--- src/rtl/fpadd_pkg.sv ---
// Shared types and constants for the FP adder scheduler.
package fpadd_pkg;

  typedef enum logic [2:0] {IDLE, ALIGN, ADD, NORM, RESP} sched_state_t;

  localparam logic [31:0] FP_QNAN = 32'h7FC0_0000;
  localparam int unsigned EXP_MSB = 30;
  localparam int unsigned EXP_LSB = 23;

  typedef struct packed {
    logic        sign;
    logic [7:0]  exponent;
    logic [22:0] mantissa;
  } fp32_t;

  // Denormals count as zero: the alignment stage always inserts the implicit one.
  function automatic logic isZero(input logic [31:0] x);
    return x[EXP_MSB:EXP_LSB] == 8'h00;
  endfunction

endpackage

--- src/rtl/fpadd_sched_rr_arbiter.sv ---
// Combinational round-robin arbiter: first active request at or after ptr wins.
module rr_arbiter #(
  parameter int unsigned N = 2,
  localparam int unsigned IW = (N > 1) ? $clog2(N) : 1
) (
  input  logic [N-1:0]  req,
  input  logic [IW-1:0] ptr,
  output logic [N-1:0]  grant,
  output logic [IW-1:0] grantIdx
);

  always_comb begin
    int unsigned j;
    j        = 0;
    grant    = '0;
    grantIdx = '0;
    for (int unsigned k = 0; k < N; k++) begin
      j = (32'(ptr) + k) % N;
      if (grant == '0 && req[IW'(j)]) begin
        grant[IW'(j)] = 1'b1;
        grantIdx      = IW'(j);
      end
    end
  end

endmodule

--- src/rtl/fpadd_sched.sv ---
// Round-robin scheduler sequencing the shared FP adder datapath (align/add/normalize).
// Optional build macro FPADD_ZERO_BYPASS_EN: zero operands skip the datapath.
module fpadd_sched
  import fpadd_pkg::*;
#(
  parameter int unsigned NUM_REQ      = 2,
  parameter int unsigned ID_W         = 1,
  parameter int unsigned NORM_TIMEOUT = 31
) (
  input  logic                  clk,
  input  logic                  rst_n,
  input  logic [NUM_REQ-1:0]    req_valid,
  output logic [NUM_REQ-1:0]    req_ready,
  input  logic [NUM_REQ*32-1:0] req_a,
  input  logic [NUM_REQ*32-1:0] req_b,
  output logic                  rsp_valid,
  input  logic                  rsp_ready,
  output logic [ID_W-1:0]       rsp_id,
  output logic [31:0]           rsp_result,
  output logic                  rsp_err,
  output logic [31:0]           dp_op_a,
  output logic [31:0]           dp_op_b,
  output logic                  dp_align_en,
  output logic                  dp_add_en,
  output logic                  dp_norm_start,
  input  logic                  dp_norm_done,
  input  logic [31:0]           dp_result,
  output logic                  busy
);

  localparam int unsigned CNT_W = $clog2(NORM_TIMEOUT + 1);

  sched_state_t       stateQ, stateD;
  logic [ID_W-1:0]    ptrQ, ptrD;
  logic [CNT_W-1:0]   cntQ, cntD;
  logic [NUM_REQ-1:0] grant;
  logic [ID_W-1:0]    grantIdx;
  fp32_t              selA, selB;
  logic [ID_W-1:0]    idD;
  logic [31:0]        opAD, opBD, resD;
  logic               errD, validD, alignD, addD, normStartD;

  rr_arbiter #(.N(NUM_REQ)) uArb (
    .req      (req_valid),
    .ptr      (ptrQ),
    .grant    (grant),
    .grantIdx (grantIdx)
  );

  // Operand mux for the granted requester.
  always_comb begin
    selA = '0;
    selB = '0;
    for (int unsigned i = 0; i < NUM_REQ; i++) begin
      if (grant[i]) begin
        selA = req_a[i*32 +: 32];
        selB = req_b[i*32 +: 32];
      end
    end
  end

  always_comb begin
    stateD     = stateQ;
    ptrD       = ptrQ;
    cntD       = cntQ;
    idD        = rsp_id;
    opAD       = dp_op_a;
    opBD       = dp_op_b;
    resD       = rsp_result;
    errD       = rsp_err;
    validD     = rsp_valid;
    alignD     = 1'b0;
    addD       = 1'b0;
    normStartD = 1'b0;
    req_ready  = '0;
    unique case (stateQ)
      IDLE: begin
        req_ready = grant;
        if (grant != '0) begin
          stateD = ALIGN;
          alignD = 1'b1;
          idD    = grantIdx;
          opAD   = selA;
          opBD   = selB;
          ptrD   = (grantIdx == ID_W'(NUM_REQ - 1)) ? '0 : grantIdx + 1'b1;
`ifdef FPADD_ZERO_BYPASS_EN
          if (isZero(selA) || isZero(selB)) begin
            stateD = RESP;
            alignD = 1'b0;
            validD = 1'b1;
            errD   = 1'b0;
            resD   = (isZero(selA) && !isZero(selB)) ? selB : selA;
          end
`endif
        end
      end
      ALIGN: begin
        stateD = ADD;
        addD   = 1'b1;
      end
      ADD: begin
        stateD     = NORM;
        normStartD = 1'b1;
        cntD       = '0;
      end
      NORM: begin
        // Done takes priority over a timeout expiring in the same cycle.
        if (dp_norm_done) begin
          stateD = RESP;
          resD   = dp_result;
          errD   = 1'b0;
          validD = 1'b1;
        end else if (cntQ == CNT_W'(NORM_TIMEOUT - 1)) begin
          stateD = RESP;
          resD   = FP_QNAN;
          errD   = 1'b1;
          validD = 1'b1;
        end else begin
          cntD = cntQ + 1'b1;
        end
      end
      RESP: begin
        if (rsp_ready) begin
          stateD = IDLE;
          validD = 1'b0;
        end
      end
      default: stateD = IDLE;
    endcase
  end

  always_ff @(posedge clk or negedge rst_n) begin
    if (!rst_n) begin
      stateQ        <= IDLE;
      ptrQ          <= '0;
      cntQ          <= '0;
      rsp_id        <= '0;
      rsp_result    <= '0;
      rsp_err       <= 1'b0;
      rsp_valid     <= 1'b0;
      dp_op_a       <= '0;
      dp_op_b       <= '0;
      dp_align_en   <= 1'b0;
      dp_add_en     <= 1'b0;
      dp_norm_start <= 1'b0;
      busy          <= 1'b0;
    end else begin
      stateQ        <= stateD;
      ptrQ          <= ptrD;
      cntQ          <= cntD;
      rsp_id        <= idD;
      rsp_result    <= resD;
      rsp_err       <= errD;
      rsp_valid     <= validD;
      dp_op_a       <= opAD;
      dp_op_b       <= opBD;
      dp_align_en   <= alignD;
      dp_add_en     <= addD;
      dp_norm_start <= normStartD;
      busy          <= (stateD != IDLE);
    end
  end

endmodule

--- config.mk ---
export PLATFORM = sky130hd
export DESIGN_NAME = fpadd_sched
export DESIGN_NICKNAME = d
export VERILOG_FILES = /design/src/rtl/fpadd_pkg.sv /design/src/rtl/fpadd_sched_rr_arbiter.sv /design/src/rtl/fpadd_sched.sv
export SDC_FILE = /design/constraint.sdc
export NUM_CORES = 1
export LEC_CHECK = 0
export BUFFER_PORTS_ARGS = -buffer_cell sky130_fd_sc_hd__buf_2
export CAP_MARGIN = 0
export CORE_ASPECT_RATIO = 0.6
export CORE_MARGIN = 2
export CORE_UTILIZATION = 40
export CTS_BUF_LIST = sky130_fd_sc_hd__clkbuf_8
export CTS_CLUSTER_DIAMETER = 100
export DETAILED_ROUTE_END_ITERATION = 10
export PLACE_DENSITY = 0.73
export SLEW_MARGIN = 20
export SYNTH_ARGS = -nofsm -noshare
export SYNTH_HDL_FRONTEND = slang
export SYNTH_SLANG_ARGS = --single-unit
export TNS_END_PERCENT = 100
--- constraint.sdc ---
create_clock -name clk -period 2.2 [get_ports clk]
set_input_delay 0 -clock clk [delete_from_list [all_inputs] [get_ports clk]]
set_output_delay 0 -clock clk [all_outputs]
set_load 0.005 [all_outputs]
==> results of run 1 <==
==> synthesized netlist by cell type, types with 4 or more instances <==
| master | number |
|---|---|
| nand3_1 | 5 |
| a32oi_1 | 64 |
| dfrtp_1 | 112 |
| buf_2 | 13 |
| o22a_1 | 10 |
| nand2_1 | 5 |
| buf_4 | 7 |
| o2bb2ai_1 | 65 |
| a22o_1 | 23 |
| buf_6 | 15 |
| nor2_1 | 8 |
| clkbuf_1 | 10 |
| inv_1 | 4 |
==> kinds of logic after synthesis <==
group / after synthesis
compound gates: 181
fa+ha+maj: 2
buf+inv: 50
flops: 112
simple gates: 38
==> per-stage QoR <==
step,hold WS [ps],worst slack [ps]
after floorplan,-296,642
after global placement,27.4,352
after detailed placement,29.9,236
==> impl_metrics.ini, run 1 <==
[logic_synthesis]
mappedNetlistNets = 551
ys_seq_elements = 112
yosysTopAreaCell = dfrtp_1
synth_cell_types = 40
syn_avg_cell_area_um2 = 13.0
async_flop_share_pct = 100
synth_top_area_share_pct = 56.5
synth_compound_area_share_pct = 31.4
synth-simple-area-share_pct = 4.69
synth_edf_count = 0
synthXorXnorAreaFrac_pct = 0
synthFlopType = dfrtp_1
ys.warnings.count = 0
synth.area.mux_share_pct = 0
yosys.area_share.adder_pct = 0.504
synth_top_family_by_area = compound AO/OA/AOI/OAI gates
syn-cell-area_mm2 = 0.00496
ys_seq_area_share_pct = 56.5
syn_inst = 383
synth_area_leaders = dfrtp_1, o2bb2ai_1, a32oi_1

[clocking]
cts_root_buffer = clkbuf_8
cts_buffer_depth = 2
cts_buffers = 9
clkSinkCount = 112
cts-hold-fix-buffers = 161
htree_levels = 3
postCtsSetupRepairBufs = 0
cts_resized = 0

[placed_design]
port_buffers = 270
globalplace.congestion = 0.810
dp.cells = 784
dp_hpwl_mm = 10.6
dpl_cell_area_mm2 = 0.00634

[run_status]
lastStage = clock tree synthesis (4_1_cts)
stop_error = [ERROR RSZ-0060] Max buffer count reached.
outcome = did not finish

[floorplan]
start_util_pct = 41.1
die_h_um = 90.3
io_pins = 271
rows = 31
die_width_um = 148
==> run 2, diff against run 1 <==
--- a/config.mk
+++ b/config.mk
@@ -7,13 +7,10 @@
 export LEC_CHECK = 0
 export BUFFER_PORTS_ARGS = -buffer_cell sky130_fd_sc_hd__buf_2
 export CAP_MARGIN = 0
-export CORE_ASPECT_RATIO = 0.6
 export CORE_MARGIN = 2
-export CORE_UTILIZATION = 40
-export CTS_BUF_LIST = sky130_fd_sc_hd__clkbuf_8
-export CTS_CLUSTER_DIAMETER = 100
+export CORE_UTILIZATION = 25
 export DETAILED_ROUTE_END_ITERATION = 10
-export PLACE_DENSITY = 0.73
+export PLACE_DENSITY_LB_ADDON = 0.15
 export SLEW_MARGIN = 20
 export SYNTH_ARGS = -nofsm -noshare
 export SYNTH_HDL_FRONTEND = slang
==> run 2 against run 1 <==
Against the previous run:
- synthesized area is the same
- the flow now finishes without violations
- synthesized cell count is the same
==> impl_metrics.ini, run 2 <==
[run_status]
outcome = complete, no violations

[sta]
rsz0062_at_grt = no
fin_crit_ps = 1970
fmax_ghz = 0.507
timing.hold.ws_ps = 2.84
setup_viol_count_final = 0
tightest_slew_ps = 893
relSlewSlack_pct = 40.3
fin_setup_tns_ps = 0
slew_viol_final = 0
finalCritPeriodShare_pct = 89.6
clock_skew_ps = 9.57
finalHoldViolations = 0

[power_and_ir_drop]
powerDensity_mw_per_mm2 = 1100
p_leak_nw = 3.75
ir_worst_vdd_mv = 0.410
p_total_mw = 9.04

[critical_path]
path_buf_inv = 2
cp_max_fo = 41
critPathArrivalTime_ps = 2240
path_cells = nand2b_2 -> buf_4 -> a32oi_1 -> dlygate4sd3_1 -> o2bb2ai_1
r2r_cells = 5
reg2reg_slack_ps = 230
critical_path_class = reg -> reg
cp.required_ps = 2470
critPathLaunchType = flip-flop
slowest_stage = dlygate4sd3_1
worstReg2RegEnd = dp_op_a[3]
r2r-start = ptrQ
cp_top_family = buffers and inverters
end_kind = flip-flop
cp_slowest_stage_delay_ps = 590
cp_num_cells = 5

[floorplan]
rows = 51
io_pins = 271
fp.coreArea_mm2 = 0.0195
die_h_um = 145
die-area_mm2 = 0.0210
die_width_um = 145
start_util_pct = 25.5

[logic_synthesis]
ys_seq_elements = 112
syn-cell-area_mm2 = 0.00496
synth_most_common_cell = dfrtp_1
synthFlopType = dfrtp_1
async_flop_share_pct = 100
synth_top_area_share_pct = 56.5
synth_edf_count = 0
synth_cell_types = 40
syn_avg_cell_area_um2 = 13.0
yosysTopAreaCell = dfrtp_1
synth_area_leaders = dfrtp_1, o2bb2ai_1, a32oi_1
mappedNetlistNets = 551
syn_inst = 383
ys_seq_area_share_pct = 56.5
ys.warnings.count = 0
synthTopCellsByCount = dfrtp_1, o2bb2ai_1, a32oi_1

[run]
maxCapViolCount = 0

[clocking]
cts_buffers = 9
htree_levels = 3
path_clk_slew_ps = 80
cts_buffer_depth = 2
postCtsSetupRepairBufs = 0
clkSinkCount = 112
cts-hold-fix-buffers = 146
cts_tree = done
clock_latency_ps = 350
cts_resized = 0
cts_root_buffer = clkbuf_16

[cells_and_area]
area_growth_pct = 65.8
fin_util_pct = 42.3
diodes = 0
final_common_cell = buf_2
drive_gt1_share_pct = 39.2
nNetsFinal = 946
top_regs = dp_op_a x32, dp_op_b x32, rsp_result x32
layout_common_cells = buf_2, dlygate4sd3_1, dfrtp_1

[worst_hold_path]
hp-start = req_a[45]
hold_end = dp_op_a[13]
whs_path_depth = 3
min_path_type = in -> reg

[placed_design]
port_buffers = 270
globalplace.congestion = 0.817
dp_hpwl_mm = 10.9

[global_route]
grt_pass1_vias = 5255
grt_pass1_wl_mm = 27.0
grt_max_degree = 67
grt_usage_pct = 15.9
antenna_found_initial = 1
overflow = 0

[route]
routed_wl_mm = 16.9
antenna_left = 0
drtPass1Iterations = 5
drt-wirelength-per-cell_um = 16.1
drc = 0
drt_iter0_drc = 139
vias_per_cell = 4.75
vias = 4981
run 2: worst max-delay path by stage:
stage	from	endpoint	slack, ps
CTS	ptrQ	dp_op_b[28]	250
floorplan	cntQ[0]	rsp_result[22]	640
global route	ptrQ	dp_op_a[25]	80
detailed placement	cntQ[0]	rsp_result[11]	270
global placement	cntQ[0]	rsp_result[18]	350
finish	ptrQ	dp_op_a[3]	230
run 2: logic make-up after synthesis:
group / Yosys count / synth area share [%]
simple gates: 38 / 4.69
flops: 112 / 56.5
fa+ha+maj: 2 / 0.504
buf+inv: 50 / 6.91
compound gates: 181 / 31.4
run 2: per-layer routing:
metal,GRT usage [%],vias up,wire length [um]
li1,-,2357,-
met1,18.9,2374,7220
met2,27.8,210,8190
met3,3.65,38,1020
met4,5.99,2,452
met5,0,-,13
run 2: area by class of cell:
type	instances	area, um^2
sequential	112	2800
inverter	4	15.0
tap	265	332
clock inverter	5	38.8
fill	1841	11200
multi-input combinational	221	1840
timing repair buffer	430	2960
clock buffer	11	243
run 2: worst register-to-register path, cell delays in order, from the launching register on:
cell	delay [ps]
dfrtp_1	430
nand2b_2	160
buf_4	360
a32oi_1	220
dlygate4sd3_1	590
o2bb2ai_1	140
run 2: metrics by stage:
stage	instances	area, um^2	setup slack [ps]
finish	1048	8230	228
global route	1048	8230	78.4
CTS	1047	8220	247
detailed placement	885	6480	267
global placement	885	6480	346
floorplan	383	4960	642
run 2: power breakdown:
| group | leakage [nW] | internal [mW] | switching (mW) |
|---|---|---|---|
| sequential | 1.39 | 3.00 | 0.560 |
| clock | 0.137 | 0.812 | 0.757 |
| combinational | 2.23 | 2.06 | 1.85 |
(Power assumes the default switching activity.)
==> run 3, diff against run 2 <==
--- a/config.mk
+++ b/config.mk
@@ -7,7 +7,6 @@
 export LEC_CHECK = 0
 export BUFFER_PORTS_ARGS = -buffer_cell sky130_fd_sc_hd__buf_2
 export CAP_MARGIN = 0
-export CORE_MARGIN = 2
 export CORE_UTILIZATION = 25
 export DETAILED_ROUTE_END_ITERATION = 10
 export PLACE_DENSITY_LB_ADDON = 0.15
==> constraint.sdc (replaced) <==
create_clock -name clk -period 1.8 [get_ports clk]
set_input_delay 0 -clock clk [delete_from_list [all_inputs] [get_ports clk]]
set_output_delay 0 -clock clk [all_outputs]
set_load 0.005 [all_outputs]
==> run 3 against run 2 <==
Against the previous run:
- wire length grew 2.1%
- highest routed layer unchanged
- cell count rose by 0.67%
- first-iteration DRC count up 38%
- largest power group unchanged
- global-route usage grew 0.68 points
- critical endpoint is now req_ready[1]
- worst hold slack improved by 1.8 ps
==> impl_metrics.ini, run 3 (synthesis gave the netlist of run 2 again) <==
[cells_and_area]
final_common_cell = buf_2
drive_gt1_share_pct = 39.6
regArea_mm2 = 0.00280
nFillCells = 1837
area_growth_pct = 67.3
top_regs = dp_op_a x32, dp_op_b x32, rsp_result x32
diodes = 0
nNetsFinal = 953
layout_common_cells = buf_2, dlygate4sd3_1, dfrtp_1
multiInputGateArea_mm2 = 0.00184
fin_util_pct = 42.7

[route]
vias_per_cell = 4.80
drt_iter0_drc = 192
drc = 0
antenna_left = 0
drtPass1Iterations = 4
routed_wl_mm = 17.2
vias = 5069
drt-wirelength-per-cell_um = 16.3

[sta]
finalCritPeriodShare_pct = 92.4
setup_viol_count_final = 0
fin_crit_ps = 1660
finalHoldViolations = 0
tightest_slew_ps = 514
fmax_ghz = 0.601
slew_viol_final = 0
clock_skew_ps = 10.3
fin_setup_tns_ps = 0
rsz0062_at_grt = no
relSlewSlack_pct = 65.7

[placed_design]
globalplace.congestion = 0.761
port_buffers = 270
dp_hpwl_mm = 11.1

[floorplan]
die-area_mm2 = 0.0204
start_util_pct = 25.5
io_pins = 271
die_width_um = 143
rows = 51
fp.coreArea_mm2 = 0.0195
die_h_um = 143

[clocking]
clkSinkCount = 112
cts_tree = done
cts_root_buffer = clkbuf_16
path_clk_slew_ps = 80
cts_buffers = 9
cts_buffer_depth = 2
htree_levels = 3
postCtsSetupRepairBufs = 0
clock_latency_ps = 350

[global_route]
antenna_found_initial = 1
grt_usage_pct = 16.5
grt_pass1_wl_mm = 26.0
grt_pass1_vias = 5221
overflow = 0
grt_max_degree = 48

[worst_hold_path]
min_path_type = in -> reg

[run_status]
outcome = complete, no violations

[power_and_ir_drop]
ir_worst_vdd_mv = 0.688
powerDensity_mw_per_mm2 = 1320
p_leak_nw = 3.84

[critical_path]
critPathArrivalTime_ps = 1660
critical_path_class = reg -> out
cp_slowest_stage_delay_ps = 540
cp.required_ps = 1800
cp_max_fo = 38
end_kind = output port
path_cells = inv_1 -> nand2_2 -> buf_6 -> nor2_1 -> buf_2
reg2reg_slack_ps = 140
critPathLaunchType = flip-flop
slowest_stage = dfrtp_1

[run]
maxCapViolCount = 0
## run 3: changes by cell type in the layout (fill, tap and decap cells not counted), moves of 2 or more
cell           previous run  this run
buf_4                    11        14
clkinv_4                  0         3
dlygate4sd3_1           147       150
inv_6                     3         1
## run 3: cell type report
cell class	instances	area share, %
clock buffers	11	3.04
multi-input cells	221	22.1
well taps	265	3.99
inverters	4	0.181
flip-flops and latches	112	33.8
repair buffers	437	36.4
clock inverters	5	0.482
## run 3: through the flow
| step | hold WS (ps) | power, mW | instance area [um^2] | worst slack, ps | std cells |
|---|---|---|---|---|---|
| 6_report | 4.66 | 11.0 | 8310 | 137 | 1055 |
| 5_1_grt | 10.4 | 11.7 | 8310 | 8.56 | 1055 |
| 4_1_cts | 0.384 | 11.1 | 8310 | 89.2 | 1055 |
| 3_5_place_dp | 9.56 | 8.83 | 6510 | 172 | 889 |
| 3_3_place_gp | -4.07 | 8.76 | 6510 | 223 | 889 |
| 2_1_floorplan | -296 | 6.94 | 4960 | 242 | 383 |
## run 3: final timing paths
kind | startpoint | end | cells after the start
setup / recovery | stateQ[2] | req_ready[1] | 5
hold / removal | req_b[60] | dp_op_b[28] | 3
setup reg to reg | cntQ[0] | rsp_result[9] | 6
hold reg to reg | dp_op_a[23] | dp_op_a[23] | 1
max in group asynchronous | rst_n | dp_op_a[23] | 3
min in group asynchronous | rst_n | dp_op_b[31] | 2
## run 3: routing by layer
| layer | wire [um] | global-route usage [%] | share of wire, % | up-vias |
|---|---|---|---|---|
| met3 | 1160 | 3.42 | 6.7 | 35 |
| met5 | 13 | 0 | 0.075 | - |
| li1 | - | - | - | 2376 |
| met4 | 495 | 7.58 | 2.9 | 2 |
| met1 | 7270 | 19.4 | 42 | 2425 |
| met2 | 8310 | 28.9 | 48 | 231 |
## run 3: worst max-delay path: cells and delay by family, from the launching register on
kind	cells	cell delay, ps
buffers and inverters	3	580
flip-flops	1	540
AND/OR/NAND/NOR	2	200
## run 3: repair_timing
item / CTS / global route
gates resized for setup: 2 / 0
hold endpoints to repair: 132 / 0
hold buffers: 150 / 0
setup endpoints to repair: 1 / 0
## run 3: report_power, final
group          switching, mW  leakage, nW  internal, mW
clock                  0.946        0.146          1.03
combinational           2.22         2.30          2.37
sequential             0.725         1.39          3.67
total                   3.89         3.84          7.07
==> run 4, diff against run 3 <==
==> constraint.sdc (replaced) <==
create_clock -name clk -period 1.8 [get_ports clk]
set_input_delay 0 -clock clk [delete_from_list [all_inputs] [get_ports clk]]
set_output_delay 0 -clock clk [all_outputs]
set_load 0.02 [all_outputs]
==> run 4 against run 3 <==
Against the previous run:
- register-to-register slack gained 20 ps
- setup slack better by 16 ps
- cell count up 0.85%
- wire length grew 1.1%
- sequential power is essentially flat
- design area grew 0.72%
- total power up 11%
- critical path type unchanged
- largest cell class unchanged
==> impl_metrics.ini, run 4 (synthesis gave the netlist of run 2 again) <==
[global_route]
grt_pass1_wl_mm = 26.4
grt_max_degree = 48
grt_usage_pct = 16.9
antenna_found_initial = 0
grt_pass1_vias = 5149
overflow = 0

[critical_path]
slowest_stage = dfrtp_1
critPathArrivalTime_ps = 1650
critical_path_class = reg -> out
cp_max_fo = 16
critPathLaunchType = flip-flop
r2r-start = cntQ[0]
cp.required_ps = 1800
end_kind = output port
startpoint = stateQ[2]
path_cells = inv_1 -> nand2_2 -> buf_4 -> nor2_1 -> buf_2
cp_slowest_stage_delay_ps = 540
reg2reg_slack_ps = 160

[sta]
finalCritPeriodShare_pct = 91.5
setup_viol_count_final = 0
fmax_ghz = 0.607
fin_crit_ps = 1650
tightest_slew_ps = 514
relSlewSlack_pct = 65.8
rsz0062_at_grt = no
finalHoldViolations = 0
clock_skew_ps = 2.88
fin_setup_tns_ps = 0
slew_viol_final = 0

[floorplan]
die-area_mm2 = 0.0204
start_util_pct = 25.5
io_pins = 271
fp.coreArea_mm2 = 0.0195
die_width_um = 143
die_h_um = 143
rows = 51

[power_and_ir_drop]
switching_share_pct = 41.9
p_clk_share_pct = 15.4
powerDensity_mw_per_mm2 = 1460
p_sw_mw = 5.10
p_int_mw = 7.08
seqPwrFrac_pct = 36.2
p_leak_nw = 3.86
ir_worst_vdd_mv = 0.762
combPwrFrac_pct = 48.4

[clocking]
htree_levels = 3
clkSinkCount = 112
postCtsSetupRepairBufs = 0
cts_buffers = 9
path_clk_slew_ps = 70
cts_root_buffer = clkbuf_16
cts_tree = done
clock_latency_ps = 340
cts_buffer_depth = 2

[cells_and_area]
area_growth_pct = 68.5
final_common_cell = buf_2
diodes = 0
layout_common_cells = buf_2, dlygate4sd3_1, dfrtp_1
fin_util_pct = 43.0
nNetsFinal = 962
top_regs = dp_op_a x32, dp_op_b x32, rsp_result x32
drive_gt1_share_pct = 39.4

[route]
vias = 5084
antenna_left = 0
vias_per_cell = 4.78
drc = 0
drt-wirelength-per-cell_um = 16.4
drtPass1Iterations = 4
drt_iter0_drc = 237
routed_wl_mm = 17.4

[placed_design]
globalplace.congestion = 0.757
port_buffers = 270
dp_hpwl_mm = 11.2

[worst_hold_path]
hp-start = req_b[61]
min_path_type = in -> reg

[run_status]
outcome = complete, no violations

[run]
maxCapViolCount = 0
run 4: area by class of cell:
type	instances	area, um^2
fillers	1824	11100
repair buffers	446	3100
flip-flops and latches	112	2810
multi-input cells	221	1840
well taps	265	332
clock buffers	12	246
clock inverters	4	30.0
inverters	4	15.0
run 4: what timing repair did:
action,4_1_cts,5_1_grt
hold buffers,157,0
endpoints found under the hold margin,132,0
setup endpoints to repair,0,1
resized for setup,0,4
run 4: per-stage QoR:
| step | total power [mW] | instance area [um^2] | setup WS (ps) | hold WS, ps | std cells |
|---|---|---|---|---|---|
| 5_1_grt | 13.0 | 8370 | 13.6 | 15.2 | 1064 |
| 2_1_floorplan | 8.16 | 4960 | 242 | -296 | 383 |
| 4_1_cts | 12.3 | 8360 | 15.4 | 0.262 | 1064 |
| 3_5_place_dp | 10.1 | 6510 | 173 | 13.8 | 891 |
| 3_3_place_gp | 10.0 | 6510 | 216 | 11.1 | 891 |
| 6_report | 12.2 | 8370 | 152 | 13.2 | 1064 |
run 4: worst paths after layout:
| check | depth (start not counted) | endpoint |
|---|---|---|
| hold reg to reg | 1 | dp_op_a[26] |
| min in group asynchronous | 2 | dp_op_b[7] |
| setup / recovery | 5 | req_ready[1] |
| setup reg to reg | 6 | rsp_result[4] |
| hold / removal | 3 | dp_op_b[29] |
| max in group asynchronous | 3 | rsp_result[10] |
run 4: power groups by stage:
stage	logic [mW]	registers (mW)	clock network [mW]
finish	5.90	4.40	1.88
global placement	5.62	4.42	0
global route	6.38	4.56	2.09
CTS	5.95	4.39	2.00
floorplan	2.53	5.63	0
detailed placement	5.70	4.42	0
run 4: per-layer routing:
layer / global-route usage, % / part of all wire (%)
met4: 6.34 / 2.6
met3: 4.43 / 6.4
met2: 29.4 / 49
met5: 0 / 0
met1: 19.8 / 42
run 4: worst max-delay path: cells and delay by family, from the launching register on:
| kind | cells | cell delay (ps) |
|---|---|---|
| simple gates | 2 | 200 |
| flops | 1 | 540 |
| buf+inv | 3 | 560 |
